==> src/rtl/uart_frame_receiver_pkg.sv <==
// Shared constants and state encodings for the camera UART frame link.
// Defaults match the camera transmitter: 115200 baud at 125 MHz, one
// 12672-byte frame per indicator cycle.
package uart_frame_receiver_pkg;

    localparam int DEF_CLKS_PER_BIT     = 1085;
    localparam int DEF_BYTES_PER_FRAME  = 12672;
    localparam int DEF_GAP_TIMEOUT_CLKS = 500000;

    // Frame-level sequencing: waiting for an arm, armed, or mid-frame.
    typedef enum logic [1:0] {
        IDLE      = 2'd0,
        ARMED     = 2'd1,
        RECEIVING = 2'd2
    } frame_state_t;

    // Byte-level 8N1 deserializer states.
    typedef enum logic [1:0] {
        RX_IDLE  = 2'd0,
        RX_START = 2'd1,
        RX_DATA  = 2'd2,
        RX_STOP  = 2'd3
    } rx_state_t;

endpackage

==> src/rtl/uart_frame_receiver_if.sv <==
// Frame-buffer RAM write port. The receiver drives it (master); the RAM
// or any observer samples it (slave).
interface uart_frame_receiver_if #(
    parameter int ADDR_W = 15
);
    logic [ADDR_W-1:0] o_Write_Adress;
    logic [7:0]        o_RAM_Data;
    logic              o_Enable_Write;

    modport master (
        output o_Write_Adress,
        output o_RAM_Data,
        output o_Enable_Write
    );

    modport slave (
        input o_Write_Adress,
        input o_RAM_Data,
        input o_Enable_Write
    );
endinterface

==> src/rtl/uart_rx_byte.sv <==
// 8N1 byte deserializer: synchronizes the serial line, qualifies the start
// bit at its midpoint, samples 8 data bits LSB first at bit centres and
// reports either a good byte or a bad stop bit as a one-cycle pulse.
module uart_rx_byte
    import uart_frame_receiver_pkg::*;
#(
    parameter int CLKS_PER_BIT = DEF_CLKS_PER_BIT
) (
    input  logic       Clk,
    input  logic       i_Rst_n,
    input  logic       i_RX,
    output logic       byte_valid,
    output logic       stop_err,
    output logic [7:0] rx_data
);

    localparam int            TW       = (CLKS_PER_BIT > 1) ? $clog2(CLKS_PER_BIT) : 1;
    localparam logic [TW-1:0] BIT_LAST = TW'(CLKS_PER_BIT - 1);
    localparam logic [TW-1:0] BIT_HALF = TW'(CLKS_PER_BIT / 2 - 1);

    logic [1:0]    rx_sync;
    logic          rx_s;
    rx_state_t     state;
    logic [TW-1:0] timer;
    logic [2:0]    bit_idx;
    logic [7:0]    shreg;

    assign rx_s    = rx_sync[1];
    assign rx_data = shreg;

    // Two-flop synchronizer on the asynchronous serial line.
    always_ff @(posedge Clk or negedge i_Rst_n) begin
        if (!i_Rst_n) begin
            // NOTE: preset to the idle level so leaving reset never fakes a start bit.
            rx_sync <= 2'b11;
        end else begin
            // NOTE: non-blocking assignments so every flop samples pre-edge values.
            rx_sync <= {rx_sync[0], i_RX};
        end
    end

    // Bit-timing state machine; byte_valid/stop_err are registered pulses.
    always_ff @(posedge Clk or negedge i_Rst_n) begin
        if (!i_Rst_n) begin
            state      <= RX_IDLE;
            timer      <= '0;
            bit_idx    <= '0;
            shreg      <= '0;
            byte_valid <= 1'b0;
            stop_err   <= 1'b0;
        end else begin
            byte_valid <= 1'b0;
            stop_err   <= 1'b0;
            case (state)
                RX_IDLE: begin
                    timer   <= '0;
                    bit_idx <= '0;
                    if (!rx_s) state <= RX_START;
                end
                RX_START: begin
                    // A low that has gone away by mid-bit is treated as a glitch.
                    if (timer == BIT_HALF) begin
                        timer <= '0;
                        state <= rx_s ? RX_IDLE : RX_DATA;
                    end else begin
                        timer <= timer + 1'b1;
                    end
                end
                RX_DATA: begin
                    if (timer == BIT_LAST) begin
                        timer   <= '0;
                        shreg   <= {rx_s, shreg[7:1]};
                        bit_idx <= bit_idx + 1'b1;
                        if (bit_idx == 3'd7) state <= RX_STOP;
                    end else begin
                        timer <= timer + 1'b1;
                    end
                end
                RX_STOP: begin
                    if (timer == BIT_LAST) begin
                        timer      <= '0;
                        byte_valid <= rx_s;
                        stop_err   <= ~rx_s;
                        state      <= RX_IDLE;
                    end else begin
                        timer <= timer + 1'b1;
                    end
                end
                default: state <= RX_IDLE;
            endcase
        end
    end

endmodule

==> src/rtl/uart_frame_receiver.sv <==
// Camera UART frame receiver: stores each received byte sequentially into
// a frame-buffer RAM, framed by the sender's indicator line. Completion is
// flagged at BYTES_PER_FRAME; timeouts, bad stop bits and indicator misuse
// abort the frame. The RAM lives outside, so an abort or reset leaves any
// partial frame contents in place.
module uart_frame_receiver
    import uart_frame_receiver_pkg::*;
#(
    parameter int CLKS_PER_BIT     = DEF_CLKS_PER_BIT,
    parameter int BYTES_PER_FRAME  = DEF_BYTES_PER_FRAME,
    parameter int ADDR_W           = 15,
    parameter int GAP_TIMEOUT_CLKS = DEF_GAP_TIMEOUT_CLKS
) (
    input  logic                  Clk,
    input  logic                  i_Rst_n,
    input  logic                  i_RX,
    input  logic                  i_Frame_Indicator,
    uart_frame_receiver_if.master ram,
    output logic [ADDR_W:0]       o_Byte_Count,
    output logic                  o_Busy,
    output logic                  o_Frame_Done,
    output logic                  o_Frame_Error
);

    localparam int                GW            = $clog2(GAP_TIMEOUT_CLKS + 1);
    localparam logic [GW-1:0]     GAP_LAST      = GW'(GAP_TIMEOUT_CLKS);
    localparam logic [ADDR_W:0]   FRAME_LAST_M1 = (ADDR_W + 1)'(BYTES_PER_FRAME - 1);

    logic              rx_byte_valid;
    logic              rx_stop_err;
    logic [7:0]        rx_data;
    logic [1:0]        ind_sync;
    logic              ind_prev;
    logic              ind_fall;
    logic              ind_rise;
    frame_state_t      state;
    logic [ADDR_W-1:0] wr_addr;
    logic [GW-1:0]     gap_cnt;

    uart_rx_byte #(
        .CLKS_PER_BIT (CLKS_PER_BIT)
    ) u_rx (
        .Clk        (Clk),
        .i_Rst_n    (i_Rst_n),
        .i_RX       (i_RX),
        .byte_valid (rx_byte_valid),
        .stop_err   (rx_stop_err),
        .rx_data    (rx_data)
    );

    assign ind_fall = ind_prev & ~ind_sync[1];
    assign ind_rise = ~ind_prev & ind_sync[1];

    // Synchronize the frame indicator and keep one delayed copy for edge detection.
    always_ff @(posedge Clk or negedge i_Rst_n) begin
        if (!i_Rst_n) begin
            ind_sync <= 2'b11;
            ind_prev <= 1'b1;
        end else begin
            ind_sync <= {ind_sync[0], i_Frame_Indicator};
            ind_prev <= ind_sync[1];
        end
    end

    // Frame sequencing, counters and registered RAM write port.
    always_ff @(posedge Clk or negedge i_Rst_n) begin
        if (!i_Rst_n) begin
            state              <= IDLE;
            wr_addr            <= '0;
            gap_cnt            <= '0;
            o_Byte_Count       <= '0;
            o_Busy             <= 1'b0;
            o_Frame_Done       <= 1'b0;
            o_Frame_Error      <= 1'b0;
            ram.o_Enable_Write <= 1'b0;
            ram.o_Write_Adress <= '0;
            ram.o_RAM_Data     <= '0;
        end else begin
            ram.o_Enable_Write <= 1'b0;
            o_Frame_Done       <= 1'b0;
            o_Frame_Error      <= 1'b0;
            case (state)
                IDLE: begin
                    // Bytes arriving here are dropped; only an arm matters.
                    if (ind_fall) begin
                        state        <= ARMED;
                        o_Busy       <= 1'b1;
                        wr_addr      <= '0;
                        o_Byte_Count <= '0;
                        gap_cnt      <= '0;
                    end
                end
                ARMED, RECEIVING: begin
                    if (ind_fall) begin
                        // Sender restarted: abandon this frame and re-arm at 0.
                        o_Frame_Error <= 1'b1;
                        state         <= ARMED;
                        wr_addr       <= '0;
                        o_Byte_Count  <= '0;
                        gap_cnt       <= '0;
                    end else if (ind_rise || rx_stop_err) begin
                        o_Frame_Error <= 1'b1;
                        o_Busy        <= 1'b0;
                        state         <= IDLE;
                    end else if (rx_byte_valid) begin
                        // A byte beats a coincident timeout.
                        ram.o_Enable_Write <= 1'b1;
                        ram.o_Write_Adress <= wr_addr;
                        ram.o_RAM_Data     <= rx_data;
                        wr_addr            <= wr_addr + 1'b1;
                        o_Byte_Count       <= o_Byte_Count + 1'b1;
                        gap_cnt            <= '0;
                        if (o_Byte_Count == FRAME_LAST_M1) begin
                            o_Frame_Done <= 1'b1;
                            o_Busy       <= 1'b0;
                            state        <= IDLE;
                        end else begin
                            state <= RECEIVING;
                        end
                    end else if (gap_cnt == GAP_LAST) begin
                        o_Frame_Error <= 1'b1;
                        o_Busy        <= 1'b0;
                        state         <= IDLE;
                    end else begin
                        gap_cnt <= gap_cnt + 1'b1;
                    end
                end
                default: begin
                    state  <= IDLE;
                    o_Busy <= 1'b0;
                end
            endcase
        end
    end

endmodule

==> src/flat_wrapper.sv <==
// flat-port wrapper written by rule: the top's interface ports become plain ports
module uart_frame_receiver_flat import uart_frame_receiver_pkg::*;
#(
    parameter int CLKS_PER_BIT     = DEF_CLKS_PER_BIT,
    parameter int BYTES_PER_FRAME  = DEF_BYTES_PER_FRAME,
    parameter int ADDR_W           = 15,
    parameter int GAP_TIMEOUT_CLKS = DEF_GAP_TIMEOUT_CLKS
)
  (Clk, i_Rst_n, i_RX, i_Frame_Indicator, o_Byte_Count, o_Busy, o_Frame_Done, o_Frame_Error, ram_o_Write_Adress, ram_o_RAM_Data, ram_o_Enable_Write);
  uart_frame_receiver_if #(.ADDR_W(ADDR_W)) ram_i ();
  input  logic Clk;
  input  logic i_Rst_n;
  input  logic i_RX;
  input  logic i_Frame_Indicator;
  output logic [ADDR_W:0] o_Byte_Count;
  output logic o_Busy;
  output logic o_Frame_Done;
  output logic o_Frame_Error;
  output wire logic [$bits(ram_i.o_Write_Adress)-1:0] ram_o_Write_Adress;
  output wire logic [$bits(ram_i.o_RAM_Data)-1:0] ram_o_RAM_Data;
  output wire logic [$bits(ram_i.o_Enable_Write)-1:0] ram_o_Enable_Write;
  assign ram_o_Write_Adress = ram_i.o_Write_Adress;
  assign ram_o_RAM_Data = ram_i.o_RAM_Data;
  assign ram_o_Enable_Write = ram_i.o_Enable_Write;
  uart_frame_receiver #(.CLKS_PER_BIT(CLKS_PER_BIT), .BYTES_PER_FRAME(BYTES_PER_FRAME), .ADDR_W(ADDR_W), .GAP_TIMEOUT_CLKS(GAP_TIMEOUT_CLKS)) u_core (.Clk(Clk), .i_Rst_n(i_Rst_n), .i_RX(i_RX), .i_Frame_Indicator(i_Frame_Indicator), .ram(ram_i), .o_Byte_Count(o_Byte_Count), .o_Busy(o_Busy), .o_Frame_Done(o_Frame_Done), .o_Frame_Error(o_Frame_Error));
endmodule
==> config.mk <==
export PLATFORM = sky130hd
export DESIGN_NAME = uart_frame_receiver_flat
export DESIGN_NICKNAME = d
export VERILOG_FILES = /design/src/rtl/uart_frame_receiver_pkg.sv /design/src/rtl/uart_frame_receiver_if.sv /design/src/rtl/uart_rx_byte.sv /design/src/rtl/uart_frame_receiver.sv /design/src/flat_wrapper.sv
export SDC_FILE = /design/constraint.sdc
export NUM_CORES = 1
export LEC_CHECK = 0
export ABC_AREA = 1
export BUFFER_PORTS_ARGS = -buffer_cell sky130_fd_sc_hd__buf_2
export CAP_MARGIN = 20
export CELL_PAD_IN_SITES_DETAIL_PLACEMENT = 0
export CELL_PAD_IN_SITES_GLOBAL_PLACEMENT = 1
export CORE_MARGIN = 10
export CORE_UTILIZATION = 45
export CTS_CLUSTER_SIZE = 28
export DETAILED_ROUTE_END_ITERATION = 8
export GPL_TIMING_DRIVEN = 0
export HOLD_SLACK_MARGIN = 0.03
export PLACE_DENSITY = 0.86
export SLEW_MARGIN = 20
export SYNTH_ARGS = -nofsm -noshare
export SYNTH_HDL_FRONTEND = slang
export SYNTH_SLANG_ARGS = --single-unit
==> constraint.sdc <==
create_clock -name Clk -period 2.7 [get_ports Clk]
set_input_delay 0.405 -clock Clk [delete_from_list [all_inputs] [get_ports Clk]]
set_output_delay 0.405 -clock Clk [all_outputs]
set_load 0.05 [all_outputs]
==> results.yml <==
synth:
  synth_top_family_by_area: "simple AND/OR/NAND/NOR gates"
  synthAdderAreaFrac_pct: 2.31
  ys_ff_latch: 110
  synthDistinctLibCells: 39
  synth-simple-area-share_pct: 33.4
  yosysSeqAreaShare_pct: 46.3
  synth_top_area_share_pct: 44.1
  yosys-top-cells-count: "199 x nand2_1, 110 x nor2_1, 105 x dfrtp_1, 93 x inv_1, 73 x nand3_1"
  ys.flop_type: "dfrtp_1"
  synthXorXnorAreaFrac_pct: 1.47
  syn_nets: 797
  muxShareOfSynthArea_pct: 0
  synth_largest_area_cell: "dfrtp_1"
  synthCells: 782
  synth_edf_count: 0
  syn-cell-area_sq_mm: 0.00596
  syn_avg_cell_area_sq_um: 7.62
  synth_async_sr_flop_share_pct: 100
  netlist_top_cells_area: "dfrtp_1 44%, nand2_1 13%, nor2_1 6.9%, nand3_1 6.1%, inv_1 5.9%"
  yosys_warnings: 0
  synth_compound_area_share_pct: 8.50
  synth_most_common_cell: "nand2_1"
die:
  core_sq_mm: 0.0128
  dieWidth_um: 135
  io_pins: 47
  die_y_um: 135
  num_rows: 41
  start_util_pct: 46.7
  dieArea_sq_mm: 0.0182
hold_path:
  hold_class: "in2reg"
  worstHoldEndpoint: "u_core.ind_sync[0]"
  whs_path_depth: 1
  holdCritStartpoint: "i_Frame_Indicator"
global_route:
  grt_pass1_wl_um: 24300
  track_usage_pct: 16.1
  grt_pass1_vias: 5114
  grt_max_degree: 65
  grt_overflow_total: 0
  antenna_found_initial: 0
outcome:
  outcome: "finished, final reports clean"
placed_design:
  io_buffers: 46
  routabilityCongestion: 0.864
  place_area_sq_mm: 0.00644
  post-place-cells: 1001
  dpl.hpwl_um: 10700
final_layout:
  fill_cells: 1260
  stdcell_count: 1018
  layout.nets: 856
  final_cell_area_sq_mm: 0.00672
  layout-drive-gt1-share_pct: 13.8
  n_antenna_cell: 0
  syn_to_final_growth_pct: 12.7
clock_network:
  path_clk_slew_ns: 0.07
  cts_tree: "yes"
  cts.sinks: 110
  cts-buffers-inserted: 9
  post_cts_resized: 0
  postCtsHoldBufs: 1
  clock_latency_ns: 0.35
  cts-root-buf: "clkbuf_16"
  cts_setup_buffers: 0
  cts_max_level: 3
  cts_buffer_depth: 2
setup_path:
  reg2reg_to: "u_core.wr_addr[13]"
  reg2reg_slack_ns: 0.48
  slowest_stage: "dfrtp_1"
  cp-end-kind: "flop"
  critPathKind: "reg2reg"
  rr_startpoint: "u_core.state[1]"
  worst_ep_required_time_ns: 2.93
  critical_path.startpoint_type: "flop"
  arrival_ns: 2.45
  r2r_cells: 11
  cp_max_fo: 10
  path_cells: "inv_1 -> ha_1 -> buf_2 -> inv_1 -> nor2_4 -> nand2_1 -> nand2_1 -> nor2_4 -> buf_2 -> nand3_1 -> o21ai_0"
  critPathMaxStageDelay_ns: 0.37
detailed_routing:
  vias: 5227
  route.met2.wl_um: 6380
  antenna_left: 0
  vias_per_cell: 5.13
  wire_per_inst_um: 14.1
  met3_wirelength_um: 787
  drc: 0
  routed.top_layer: "met4"
  drt_iter0_drc: 322
  drtPass1Iterations: 5
  totalWireLength_um: 14300
  met1_length_um: 6940
pwr:
  vdd_drop_max_uv: 354
  leakagePower_nw: 3.21
  powerDensity_mw_per_mm2: 610
sta:
  period_share_pct: 82.2
  skew_ns: 0.00859
  period_minus_slack_ns: 2.22
  tns_ns: 0
  tightest_slew_ns: 0.528
  rsz0062_at_grt: "false"
  whs_ns: 0.148
  setup_violations: 0
  drv_slew: 0
  final_hold_viol_count: 0
  slew_headroom_pct: 64.8
  fmax_mhz: 450
run:
  cap_violations: 0
[how the worst max path moves through the flow]
| stage | from | endpoint | slack (ns) | cells past startpoint |
|---|---|---|---|---|
| final | u_core.state[1] | u_core.wr_addr[13] | 0.48 | 11 |
| after global routing | u_core.state[1] | u_core.wr_addr[3] | 0.34 | 11 |
| after CTS | u_core.state[1] | u_core.wr_addr[3] | 0.47 | 11 |
| after detailed placement | u_core.state[1] | u_core.o_Byte_Count[6] | 0.52 | 11 |
| after global placement | i_Rst_n | u_core.ram.o_RAM_Data[1] | -0.1 | 1 |
| after floorplan | u_core.state[0] | u_core.gap_cnt[13] | 0.85 | 10 |
[metal layers]
layer	vias to the layer above	track usage [%]
met3	14	3.93
met1	2488	21.2
met2	105	24.9
met4	0	6.10
met5	-	0
li1	2620	-
[power breakdown]
part / total, mW / internal [mW] / switching (mW) / leakage, nW
clock: 1.23 / 0.624 / 0.611 / 0.128
sequential: 1.79 / 1.72 / 0.0746 / 1.50
combinational: 1.07 / 0.287 / 0.786 / 1.58
total: 4.10 / 2.63 / 1.47 / 3.21
[sequential cells by signal, indices dropped and copies added, names as in the netlist, named ones only]
name,count
u_core.ind_prev,1
u_core.o_Frame_Error,1
u_core.o_Frame_Done,1
u_core.u_rx.rx_sync,2
u_core.u_rx.state,1
u_core.u_rx.stop_err,1
u_core.u_rx.timer,11
u_core.ind_sync,2
u_core.u_rx.byte_valid,1
u_core.ram.o_Write_Adress,15
u_core.o_Busy,1
u_core.u_rx.bit_idx,3
u_core.gap_cnt,19
u_core.o_Byte_Count,16
u_core.wr_addr,15
u_core.state,2
u_core.ram.o_Enable_Write,1
u_core.u_rx.rx_data,8
u_core.ram.o_RAM_Data,8
[critical path: cells and delay by family (launching register included)]
kind,cells,cell delay [ns]
compound gates,1,0.08
simple gates,5,0.70
flops,1,0.37
fa+ha+maj,1,0.26
buf+inv,4,0.67
[layout by cell type, fill, tap and decap left out, types with 3 or more instances in the layout]
cell type,instances
a21oi_1,17
a21oi_2,6
buf_2,56
buf_6,4
clkbuf_1,3
clkbuf_16,9
clkinv_2,3
dfrtp_1,105
dfstp_2,5
ha_1,11
inv_1,93
inv_2,3
nand2_1,199
nand2_2,5
nand2_4,3
nand3_1,73
nand3b_1,3
nand4_1,22
nor2_1,110
nor3_1,22
o21ai_0,44
o21ai_1,8
o21ai_2,6
xor2_1,9
[cell type report]
class                      instances  area [sq um]  share of cell area [%]
clock buffer                      10           229                    3.41
inverter                          97           367                    5.46
multi-input combinational        557          2720                    40.5
tap                              172           215                    3.20
clock inverter                     6          38.8                   0.577
timing repair buffer              48           274                    4.08
buffer                            18           111                    1.66
sequential                       110          2760                    41.1
[stage by stage]
| stage | utilization (%) | worst slack, ns | total power [mW] |
|---|---|---|---|
| 6_report | 52.6 | 0.480 | 4.10 |
| 5_1_grt | 52.6 | 0.344 | 4.32 |
| 4_1_cts | 52.6 | 0.467 | 4.14 |
| 3_5_place_dp | 50.4 | 0.515 | 2.89 |
| 3_3_place_gp | 50.2 | -0.0962 | 2.87 |
| 2_1_floorplan | - | 0.855 | 2.57 |
[kinds of logic after synthesis]
group | count (synthesis)
simple gates | 449
buf+inv | 115
flops | 110
compound gates | 87
fa+ha+maj | 11
xor+xnor | 10
(Power assumes the default switching activity.)
